## config.mk

```make
export PLATFORM = sky130hd
export DESIGN_NAME = fp32_convert_unit
export DESIGN_NICKNAME = d
export VERILOG_FILES = /design/src/rtl/fp32_convert_unit.sv
export SDC_FILE = /design/constraint.sdc
export NUM_CORES = 1
export LEC_CHECK = 0
export ABC_CLOCK_PERIOD_IN_PS = 6000
export CAP_MARGIN = 20
export CORE_MARGIN = 1.5
export CORE_UTILIZATION = 40
export CTS_CLUSTER_SIZE = 25
export DETAILED_ROUTE_END_ITERATION = 10
export SETUP_SLACK_MARGIN = 0.15
export SYNTH_ARGS = -nofsm -noshare
export SYNTH_HDL_FRONTEND = slang
export SYNTH_SLANG_ARGS = --single-unit
```

## constraint.sdc

```tcl
create_clock -name clk -period 6 [get_ports clk]
set_input_delay 0.6 -clock clk [delete_from_list [all_inputs] [get_ports clk]]
set_output_delay 0.6 -clock clk [all_outputs]
set_load 0.01 [all_outputs]
```

## src/rtl/fp32_convert_unit.sv

```systemverilog
// fp32_convert_unit: iterative RV32F converter for FCVT.S.W/WU (int->fp) and FCVT.W/WU.S (fp->int).
// One request is processed at a time: latch, unpack, shift a few bits per cycle, round once, then
// hold the response until the consumer takes it.
module fp32_convert_unit #(
    parameter int SHIFT_PER_CYCLE = 1
) (
    input  logic        clk,
    input  logic        rst,
    input  logic        req_valid,
    output logic        req_ready,
    input  logic        req_cmd,
    input  logic        req_unsigned,
    input  logic [2:0]  req_rm,
    input  logic [31:0] req_src,
    output logic        resp_valid,
    input  logic        resp_ready,
    output logic [31:0] resp_result,
    output logic [4:0]  resp_fflags
);

    typedef enum logic [2:0] {
        S_IDLE   = 3'd0,
        S_UNPACK = 3'd1,
        S_NORM   = 3'd2,
        S_SHIFT  = 3'd3,
        S_ROUND  = 3'd4,
        S_DONE   = 3'd5
    } state_t;

    localparam logic [4:0] FLAG_NV = 5'b10000;
    localparam logic [4:0] FLAG_NX = 5'b00001;

    // Round-up decision on the magnitude; modes 5-7 truncate like RTZ.
    function automatic logic rnd_inc(input logic [2:0] rm, input logic neg,
                                     input logic lsb, input logic g, input logic s);
        logic inc;
        case (rm)
            3'd0:    inc = g & (s | lsb);
            3'd2:    inc = (g | s) & neg;
            3'd3:    inc = (g | s) & ~neg;
            3'd4:    inc = g;
            default: inc = 1'b0;
        endcase
        return inc;
    endfunction

    state_t      state_q, state_d;
    logic        cmd_q, cmd_d;
    logic        uns_q, uns_d;
    logic [2:0]  rm_q, rm_d;
    logic [31:0] src_q, src_d;
    logic        sign_q, sign_d;
    logic [31:0] work_q, work_d;
    logic        guard_q, guard_d;
    logic        sticky_q, sticky_d;
    logic [7:0]  exp_q, exp_d;
    logic [7:0]  cnt_q, cnt_d;
    logic        shl_q, shl_d;
    logic        req_ready_q, req_ready_d;
    logic        resp_valid_q, resp_valid_d;
    logic [31:0] resp_result_q, resp_result_d;
    logic [4:0]  resp_fflags_q, resp_fflags_d;

    // Next-state and datapath computation for every FSM state.
    always_comb begin : next_logic
        logic [31:0] mag;
        logic [31:0] w;
        logic        g;
        logic        s;
        logic [7:0]  e;
        logic [7:0]  c;
        logic [7:0]  fexp;
        logic [22:0] frac;
        logic [31:0] pos_sat;
        logic [31:0] neg_sat;
        logic        inc;
        logic        carry;
        logic [23:0] mant_r;
        logic [32:0] sum;
        logic [32:0] lim;
        logic        inexact;

        state_d       = state_q;
        cmd_d         = cmd_q;
        uns_d         = uns_q;
        rm_d          = rm_q;
        src_d         = src_q;
        sign_d        = sign_q;
        work_d        = work_q;
        guard_d       = guard_q;
        sticky_d      = sticky_q;
        exp_d         = exp_q;
        cnt_d         = cnt_q;
        shl_d         = shl_q;
        resp_result_d = resp_result_q;
        resp_fflags_d = resp_fflags_q;
        mag     = 32'd0;
        w       = work_q;
        g       = guard_q;
        s       = sticky_q;
        e       = exp_q;
        c       = cnt_q;
        fexp    = src_q[30:23];
        frac    = src_q[22:0];
        pos_sat = uns_q ? 32'hFFFF_FFFF : 32'h7FFF_FFFF;
        neg_sat = uns_q ? 32'h0000_0000 : 32'h8000_0000;
        inc     = 1'b0;
        carry   = 1'b0;
        mant_r  = 24'd0;
        sum     = 33'd0;
        lim     = 33'd0;
        inexact = guard_q | sticky_q;

        case (state_q)
            S_IDLE: begin
                if (req_valid && req_ready_q) begin
                    cmd_d   = req_cmd;
                    uns_d   = req_unsigned;
                    rm_d    = req_rm;
                    src_d   = req_src;
                    state_d = S_UNPACK;
                end else begin
                    state_d = S_IDLE;
                end
            end

            S_UNPACK: begin
                guard_d  = 1'b0;
                sticky_d = 1'b0;
                shl_d    = 1'b0;
                if (!cmd_q) begin
                    sign_d = ~uns_q & src_q[31];
                    mag    = (~uns_q & src_q[31]) ? (32'd0 - src_q) : src_q;
                    work_d = mag;
                    exp_d  = 8'd158;
                    if (mag == 32'd0) begin
                        resp_result_d = 32'd0;
                        resp_fflags_d = 5'd0;
                        state_d       = S_DONE;
                    end else if (mag[31]) begin
                        state_d = S_ROUND;
                    end else begin
                        state_d = S_NORM;
                    end
                end else begin
                    sign_d = src_q[31];
                    if (fexp == 8'hFF && frac != 23'd0) begin
                        resp_result_d = pos_sat;
                        resp_fflags_d = FLAG_NV;
                        state_d       = S_DONE;
                    end else if (fexp >= 8'd159) begin
                        // Infinity or |x| >= 2^32: out of range for every integer form.
                        resp_result_d = src_q[31] ? neg_sat : pos_sat;
                        resp_fflags_d = FLAG_NV;
                        state_d       = S_DONE;
                    end else if (fexp == 8'd0 && frac == 23'd0) begin
                        resp_result_d = 32'd0;
                        resp_fflags_d = 5'd0;
                        state_d       = S_DONE;
                    end else if (fexp < 8'd126) begin
                        // |x| < 0.5 (denormals included): only the sticky bit survives.
                        work_d   = 32'd0;
                        sticky_d = 1'b1;
                        state_d  = S_ROUND;
                    end else if (fexp < 8'd150) begin
                        work_d  = {8'd0, 1'b1, frac};
                        cnt_d   = 8'd150 - fexp;
                        state_d = S_SHIFT;
                    end else if (fexp == 8'd150) begin
                        work_d  = {8'd0, 1'b1, frac};
                        state_d = S_ROUND;
                    end else begin
                        work_d  = {8'd0, 1'b1, frac};
                        cnt_d   = fexp - 8'd150;
                        shl_d   = 1'b1;
                        state_d = S_SHIFT;
                    end
                end
            end

            S_NORM: begin
                for (int i = 0; i < SHIFT_PER_CYCLE; i++) begin
                    if (!w[31]) begin
                        w = {w[30:0], 1'b0};
                        e = e - 8'd1;
                    end
                end
                work_d  = w;
                exp_d   = e;
                state_d = w[31] ? S_ROUND : S_NORM;
            end

            S_SHIFT: begin
                for (int i = 0; i < SHIFT_PER_CYCLE; i++) begin
                    if (c != 8'd0) begin
                        if (shl_q) begin
                            w = {w[30:0], 1'b0};
                        end else begin
                            s = s | g;
                            g = w[0];
                            w = {1'b0, w[31:1]};
                        end
                        c = c - 8'd1;
                    end
                end
                work_d   = w;
                guard_d  = g;
                sticky_d = s;
                cnt_d    = c;
                state_d  = (c == 8'd0) ? S_ROUND : S_SHIFT;
            end

            S_ROUND: begin
                if (!cmd_q) begin
                    inexact         = work_q[7] | (|work_q[6:0]);
                    inc             = rnd_inc(rm_q, sign_q, work_q[8], work_q[7], |work_q[6:0]);
                    {carry, mant_r} = {1'b0, work_q[31:8]} + {24'd0, inc};
                    resp_result_d   = {sign_q, exp_q + {7'd0, carry},
                                       carry ? mant_r[23:1] : mant_r[22:0]};
                    resp_fflags_d   = inexact ? FLAG_NX : 5'd0;
                end else begin
                    inc = rnd_inc(rm_q, sign_q, work_q[0], guard_q, sticky_q);
                    sum = {1'b0, work_q} + {32'd0, inc};
                    if (!sign_q) begin
                        lim = uns_q ? 33'h0_FFFF_FFFF : 33'h0_7FFF_FFFF;
                        if (sum > lim) begin
                            resp_result_d = lim[31:0];
                            resp_fflags_d = FLAG_NV;
                        end else begin
                            resp_result_d = sum[31:0];
                            resp_fflags_d = inexact ? FLAG_NX : 5'd0;
                        end
                    end else if (uns_q) begin
                        // Negative values are invalid unless they round to zero.
                        resp_result_d = 32'd0;
                        if (sum != 33'd0) begin
                            resp_fflags_d = FLAG_NV;
                        end else begin
                            resp_fflags_d = inexact ? FLAG_NX : 5'd0;
                        end
                    end else begin
                        if (sum > 33'h0_8000_0000) begin
                            resp_result_d = 32'h8000_0000;
                            resp_fflags_d = FLAG_NV;
                        end else begin
                            resp_result_d = 32'd0 - sum[31:0];
                            resp_fflags_d = inexact ? FLAG_NX : 5'd0;
                        end
                    end
                end
                state_d = S_DONE;
            end

            S_DONE: begin
                if (resp_ready) begin
                    state_d = S_IDLE;
                end else begin
                    state_d = S_DONE;
                end
            end

            default: begin
                state_d = S_IDLE;
            end
        endcase

        req_ready_d  = (state_d == S_IDLE);
        resp_valid_d = (state_d == S_DONE);
    end

    // State, datapath and registered handshake outputs; reset aborts any operation.
    always_ff @(posedge clk or negedge rst) begin
        if (!rst) begin
            state_q       <= S_IDLE;
            cmd_q         <= 1'b0;
            uns_q         <= 1'b0;
            rm_q          <= 3'd0;
            src_q         <= 32'd0;
            sign_q        <= 1'b0;
            work_q        <= 32'd0;
            guard_q       <= 1'b0;
            sticky_q      <= 1'b0;
            exp_q         <= 8'd0;
            cnt_q         <= 8'd0;
            shl_q         <= 1'b0;
            req_ready_q   <= 1'b1;
            resp_valid_q  <= 1'b0;
            resp_result_q <= 32'd0;
            resp_fflags_q <= 5'd0;
        end else begin
            state_q       <= state_d;
            cmd_q         <= cmd_d;
            uns_q         <= uns_d;
            rm_q          <= rm_d;
            src_q         <= src_d;
            sign_q        <= sign_d;
            work_q        <= work_d;
            guard_q       <= guard_d;
            sticky_q      <= sticky_d;
            exp_q         <= exp_d;
            cnt_q         <= cnt_d;
            shl_q         <= shl_d;
            req_ready_q   <= req_ready_d;
            resp_valid_q  <= resp_valid_d;
            resp_result_q <= resp_result_d;
            resp_fflags_q <= resp_fflags_d;
        end
    end

    assign req_ready   = req_ready_q;
    assign resp_valid  = resp_valid_q;
    assign resp_result = resp_result_q;
    assign resp_fflags = resp_fflags_q;

endmodule

```

[Word-level counts from Yosys, hierarchy flattened]
Index checks and enable logic that the tools add are counted.
Storage, ports and cells
  register bits: 131
  logic and storage cells: 188
  output and inout port bits: 39
  bits of input ports: 41
Cells by class
  reductions and logical operators: 25
  equal/unequal tests: 26
  bitwise logic cells: 13
  muxes and demuxes: 93
  add/subtract/negate cells: 9
  magnitude comparators: 5
Operators with widths (number)
  32-bit two-way mux: 23
  32-bit case mux with 3 select lines: 1
  8-bit two-way mux: 11
  32-bit case mux with 2 select lines: 1
  1-bit by 32-bit subtractor with 32-bit output (first input constant): 2
  5-bit two-way mux: 11
  3-bit two-way mux: 12
  32-bit by 1-bit adder with 33-bit output: 1
  33-bit by 32-bit greater-than comparator with 1-bit output: 1
  33-bit by 32-bit greater-than comparator with 1-bit output (second input constant): 1
  33-bit nonzero test: 1
  32-bit logical NOT: 1
  8-bit case mux with 2 select lines: 2
  24-bit by 1-bit adder with 25-bit output: 1
  1-bit two-way mux: 24
  24-bit two-way mux: 1
  23-bit logical NOT: 1
  23-bit two-way mux: 1
  23-bit nonzero test: 1
  2-bit != test (second input constant): 9
  3-bit case mux with 6 select lines: 1
  8-bit == test (second input constant): 2
  8-bit logical NOT: 2
  8-bit by 1-bit subtractor with 8-bit output (second input constant): 2
  other kinds (28): 58

[Logic depth before layout (Yosys ltp)]
  depth in word-level cells: 12
  gate-level depth with buffers: 22
  gate-level depth less buffers: 20

[Least setup slack after synthesis]
No wires, ideal clock.
  kind: register -> register
  from: register sign_q
  to: register resp_result_q[20] (netlist: resp_result[20])
  clock period less this slack: 5012 ps
  arrival time: 4933 ps
  setup slack: 988 ps
  library setup time: 79 ps
  data required time: 5921 ps
  stages on the path, launching flop included: 23
  path buffers: 2
  path through: dfrtp_1 -> clkbuf_1 -> xnor2_1 -> nor3b_1 -> or3_1 -> a21oi_1 -> nor2_1 -> ha_1 -> nand3_1 -> nor4_1 -> nand4_1 -> xnor2_1 -> ha_1 -> nand4_1 -> or4_1 -> or4_1 -> nor4_2 -> a41oi_1 -> o21ai_2 -> buf_2 -> nor3_1 -> or3_1 -> a2bb2oi_1
Between the ends
  longest elaborated chain between the ends: 12
  elaborated cells on any way between the ends: 23
  those cells by class: add/sub: 3; order compare: 2; mux: 13; bitwise: 5
RTL lines
  from (decl): RTL line 52  | logic sign_q, sign_d;
  from (signal assigned): RTL line 296  | sign_q <= sign_d;
  1-bit NOT: RTL line 40  | 3'd3: inc = (g | s) & ~neg;
  1-bit bitwise AND: RTL line 40
  1-bit case mux with 4 select lines: RTL line 37  | case (rm)
  1-bit two-way mux: RTL line 214  | if (!cmd_q) begin
  1-bit two-way mux: RTL line 114  | case (state_q)
  32-bit by 1-bit adder with 33-bit output: RTL line 223  | sum = {1'b0, work_q} + {32'd0, inc};
  1-bit by 32-bit subtractor with 32-bit output or 33-bit by 32-bit greater-than comparator with 1-bit output (tied branches): RTL line 246, 242
  32-bit two-way mux: RTL line 242  | if (sum > 33'h0_8000_0000) begin
  32-bit two-way mux: RTL line 233  | end else if (uns_q) begin
  32-bit two-way mux: RTL line 224  | if (!sign_q) begin
  32-bit two-way mux *: RTL line 214
  32-bit case mux with 2 select lines *: RTL line 114
  to (signal assigned): RTL line 305  | resp_result_q <= resp_result_d;
  to (decl): RTL line 61  | logic [31:0] resp_result_q, resp_result_d;
Every way passes the cells marked *; elsewhere a longest branch is shown, timed or not. The select of a mux whose other input is x is not followed.
A chain may end at the register's enable or synchronous reset.

[Final worst setup path]
  from: register rm_q[0]
  to: register resp_result_q[10] (netlist: resp_result[10])
Between the ends
  longest elaborated chain between the ends: 11
  elaborated cells on any way between the ends: 22
  those cells by class: add/sub: 3; order compare: 2; eq/ne: 3; mux: 13; reduce/logical: 1
RTL lines
  from (decl): RTL line 50  | logic [2:0] rm_q, rm_d;
  from (signal assigned): RTL line 294  | rm_q <= rm_d;
  3-bit == test (tied with other cells): RTL line 37
  1-bit case mux with 4 select lines: RTL line 37
  1-bit two-way mux: RTL line 214
  1-bit two-way mux: RTL line 114
  32-bit by 1-bit adder with 33-bit output: RTL line 223
  1-bit by 32-bit subtractor with 32-bit output or 33-bit by 32-bit greater-than comparator with 1-bit output (tied branches): RTL line 246, 242
  32-bit two-way mux: RTL line 242
  32-bit two-way mux: RTL line 233
  32-bit two-way mux: RTL line 224
  32-bit two-way mux *: RTL line 214
  32-bit case mux with 2 select lines *: RTL line 114
Marks and branches as above.

==> summary.txt <==
Floorplanning
  – Row count: 59
  – Core Region: 0.0261 sq mm
  – Die width: 166 microns
  – Die footprint: 0.0275 sq mm
  – Die height: 166 microns
  – IO Count: 80
  – Initial core utilization: 40.7%

Final layout
  – Commonest cells after routing, fill and taps aside: nand2_1 (139), dfrtp_1 (126), o21ai_0 (110)
  – Layout area overhead: 14.4%
  – Finished Cell Area: 0.0121 sq mm
  – Post-Layout Cell Count: approximately 1700
  – Fillers: about 2500
  – Layout Nets: 1387
  – Commonest non-fill, non-tap cell in the layout: nand2_1
  – N_diodes: 0
  – Share of layout cells above drive strength 1: roughly 9.6%

Power
  – Pwr Density: roughly 570 mW/mm^2
  – Pwr Total: 0.00696 W
  – Peak VDD IR: roughly 0.25 mV
  – Leak pwr: 4.45 nW

Setup path
  – Kind of critical path: reg -> reg
  – Crit path DAT: 5.67 ns
  – CP startpoint kind: flip-flop
  – Crit path required time: 6.36 ns
  – End of the worst register-to-register path: resp_result[10]$_DFFE_PN0P_
  – Reg2Reg Depth: 21
  – Crit. End Element: flip-flop
  – Critical path fanouts, max: 11
  – R2R Path Start: rm_q[0]$_DFFE_PN0P_
  – R2r setup slk: 0.68 ns

Route
  – Via density: roughly 6.3
  – Drt initial violations: 1070
  – DRC Markers: 0
  – Detailed Routing Iterations Pass 1: 6
  – Drt total wl: 36100 microns
  – Routed via count: 10500
  – Drt wl/cell: 21.6 microns
  – ANT nets after route: 0

Place
  – Dpl ws: slightly below 0.4 ns
  – Dpl hpwl: 26800 microns
  – Dpl cells: 1643
  – Placement Cell Area: 0.0115 sq mm
  – IO Port Bufs: 76
  – GP Congestion: around 0.96

Clock tree
  – Reg clk slew, reported paths: 0.06 ns
  – Root Buffer: clkbuf_16
  – Worst skew pair latency: 0.44 ns
  – Post-CTS Setup Inserts: 0
  – Clock sinks: 128
  – Clock Path Buffers: 2
  – CTS Buf Count: 17
  – Post-CTS Hold Buffers: 0
  – CTS tree: done
  – CTS HTree Levels: 4

Timing
  – Max-slew headroom: 27.5%
  – RSZ-0062 raised after global routing: false
  – Final setup viols: 0
  – Setup tns final: 0 ns
  – PnR worst setup slack: approximately 0.68 ns
  – Worst slew pin tran: 1.09 ns
  – Fin. Hold Viols: 0
  – Crit share post-route: 88.6%
  – Post-layout min period: 5.32 ns
  – Maximum clock rate: 188 MHz
  – Fin. max-slew vios: 0
  – Fin Clk Skew: 0.0157 ns

Logic synthesis
  – Synth area leader: dfrtp_1
  – Synth Warn #: 0
  – Main area contributors after synthesis: dfrtp_1 (30%), o21ai_0 (5.2%), nand2_1 (4.9%)
  – Sequential-to-total area share from yosys stat: 30.2%
  – Gate Count Post-Synth: 1323
  – Distinct cells, synth: 83
  – Synth Flop Type: dfrtp_1
  – Mapped cell area: 0.0106 sq mm
  – Asr flop ratio synth: 100%
  – EDFF count, synth: 0
  – Avg Inst Size Synth: between 8 and 9 sq um
  – Area share of the largest cell type after synthesis: between 20% and 30%
  – Seq cells post-synth: 128

GRT
  – GRT overflow: 0
  – First-pass GRT wire length: 57400 microns
  – Number of antenna violations at the first check in global routing: 1
  – Vias in the first global route: about 9900
  – Gr usage total: 26.2%
  – Largest net degree at the start of global routing: between 70 and 80

Status
  – Status: finished clean

Job
  – Total of max-cap violations: 0

Worst hold path
  – Hold Path Class: in -> async
-- cells in the mapped netlist (12+ instances only) --
library cell / number
a222oi_1: 28
a31oi_1: 13
mux2_2: 34
a21oi_1: 55
o22ai_1: 29
nor2_1: 96
nand2_1: 139
inv_1: 37
o31ai_1: 13
o21ai_0: 110
buf_2: 20
ha_1: 18
dfrtp_1: 127
clkbuf_1: 79
nor4_1: 27
or4_1: 13
xor2_1: 50
nand3_1: 40
or3_1: 16
or2_2: 12
xnor2_1: 50
nor3_1: 48
and2_1: 12
nand4_1: 33
-- worst max-delay path: stages, from the launching register on --
cell	delay, ns
dfrtp_1	0.41
xnor2_1	0.14
nor3b_2	0.26
or3_1	0.15
a21oi_1	0.06
nor2_1	0.12
ha_1	0.26
nand3_1	0.24
nor4_2	0.32
nand4_1	0.20
xnor2_2	0.21
ha_1	0.31
nand4_1	0.08
or4_1	0.52
or4_1	0.43
nor4_2	0.19
a41oi_1	0.18
o21ai_2	0.40
buf_4	0.26
o21ai_0	0.09
a22o_1	0.24
a31oi_1	0.16
-- cell type report --
| type | instances | area [sq um] | share of cell area, % |
|---|---|---|---|
| sequential | 128 | 3210 | 26.4 |
| timing repair buffer | 98 | 940 | 7.75 |
| clock buffer | 19 | 453 | 3.73 |
| multi-input combinational | 1045 | 6810 | 56.1 |
| clock inverter | 13 | 164 | 1.35 |
| inverter | 38 | 143 | 1.18 |
| tap | 335 | 419 | 3.46 |
-- registers in the layout, summed over array words and instances (netlist names) --
name,flops
sign_q,1
resp_valid,1
guard_q,1
state_q,3
exp_q,8
sticky_q,1
uns_q,1
cnt_q,8
resp_fflags,2
rm_q,3
src_q,32
req_ready,1
shl_q,1
work_q,32
resp_result,32
cmd_q,1
-- per-layer routing --
| metal | share of wire (%) | vias to the layer above | global-route usage (%) |
|---|---|---|---|
| met5 | 0 | - | 0 |
| met1 | 42 | 5012 | 34.6 |
| met3 | 7.2 | 85 | 4.58 |
| li1 | - | 4941 | - |
| met4 | 3.9 | 0 | 10.6 |
| met2 | 47 | 454 | 42.6 |
-- worst max path at each step --
stage	endpoint	start	cells past startpoint
finish	resp_result[10]$_DFFE_PN0P_	rm_q[0]$_DFFE_PN0P_	21
global route	resp_result[23]$_DFFE_PN0P_	rm_q[0]$_DFFE_PN0P_	21
CTS	resp_result[22]$_DFFE_PN0P_	rm_q[0]$_DFFE_PN0P_	19
detailed placement	resp_result[22]$_DFFE_PN0P_	rm_q[0]$_DFFE_PN0P_	19
global placement	resp_result[25]$_DFFE_PN0P_	rm_q[0]$_DFFE_PN0P_	19
floorplan	resp_result[20]$_DFFE_PN0P_	sign_q$_DFFE_PN0P_	22
-- power by group --
part	total, W	internal (W)	switching (W)
combinational	0.00382	0.00161	0.00220
sequential	0.00202	0.00127	0.000755
clock	0.00112	0.000650	0.000468
-- logic make-up after synthesis --
family                     synth area share, %
xor gates and xnor gates                  8.26
adders and majority gates                 2.12
muxes                                     3.99
AOI/OAI and AO/OA                         24.4
buffers and inverters                     5.93
DFF                                       30.2
and+or+nand+nor                           25.1
other                                   0.0354
-- timing repair --
action                                  in CTS  in global routing
hold endpoints to repair                     0                  0
endpoints found under the setup margin       0                 33
gates resized for setup                      0                  4
-- stage by stage --
stage	hold WS [ns]	util, %
2_1_floorplan	0.304	-
3_3_place_gp	0.504	44.0
3_5_place_dp	0.505	44.0
4_1_cts	0.222	46.4
5_1_grt	0.243	46.6
6_report	0.189	46.6
(Power assumes the default switching activity.)
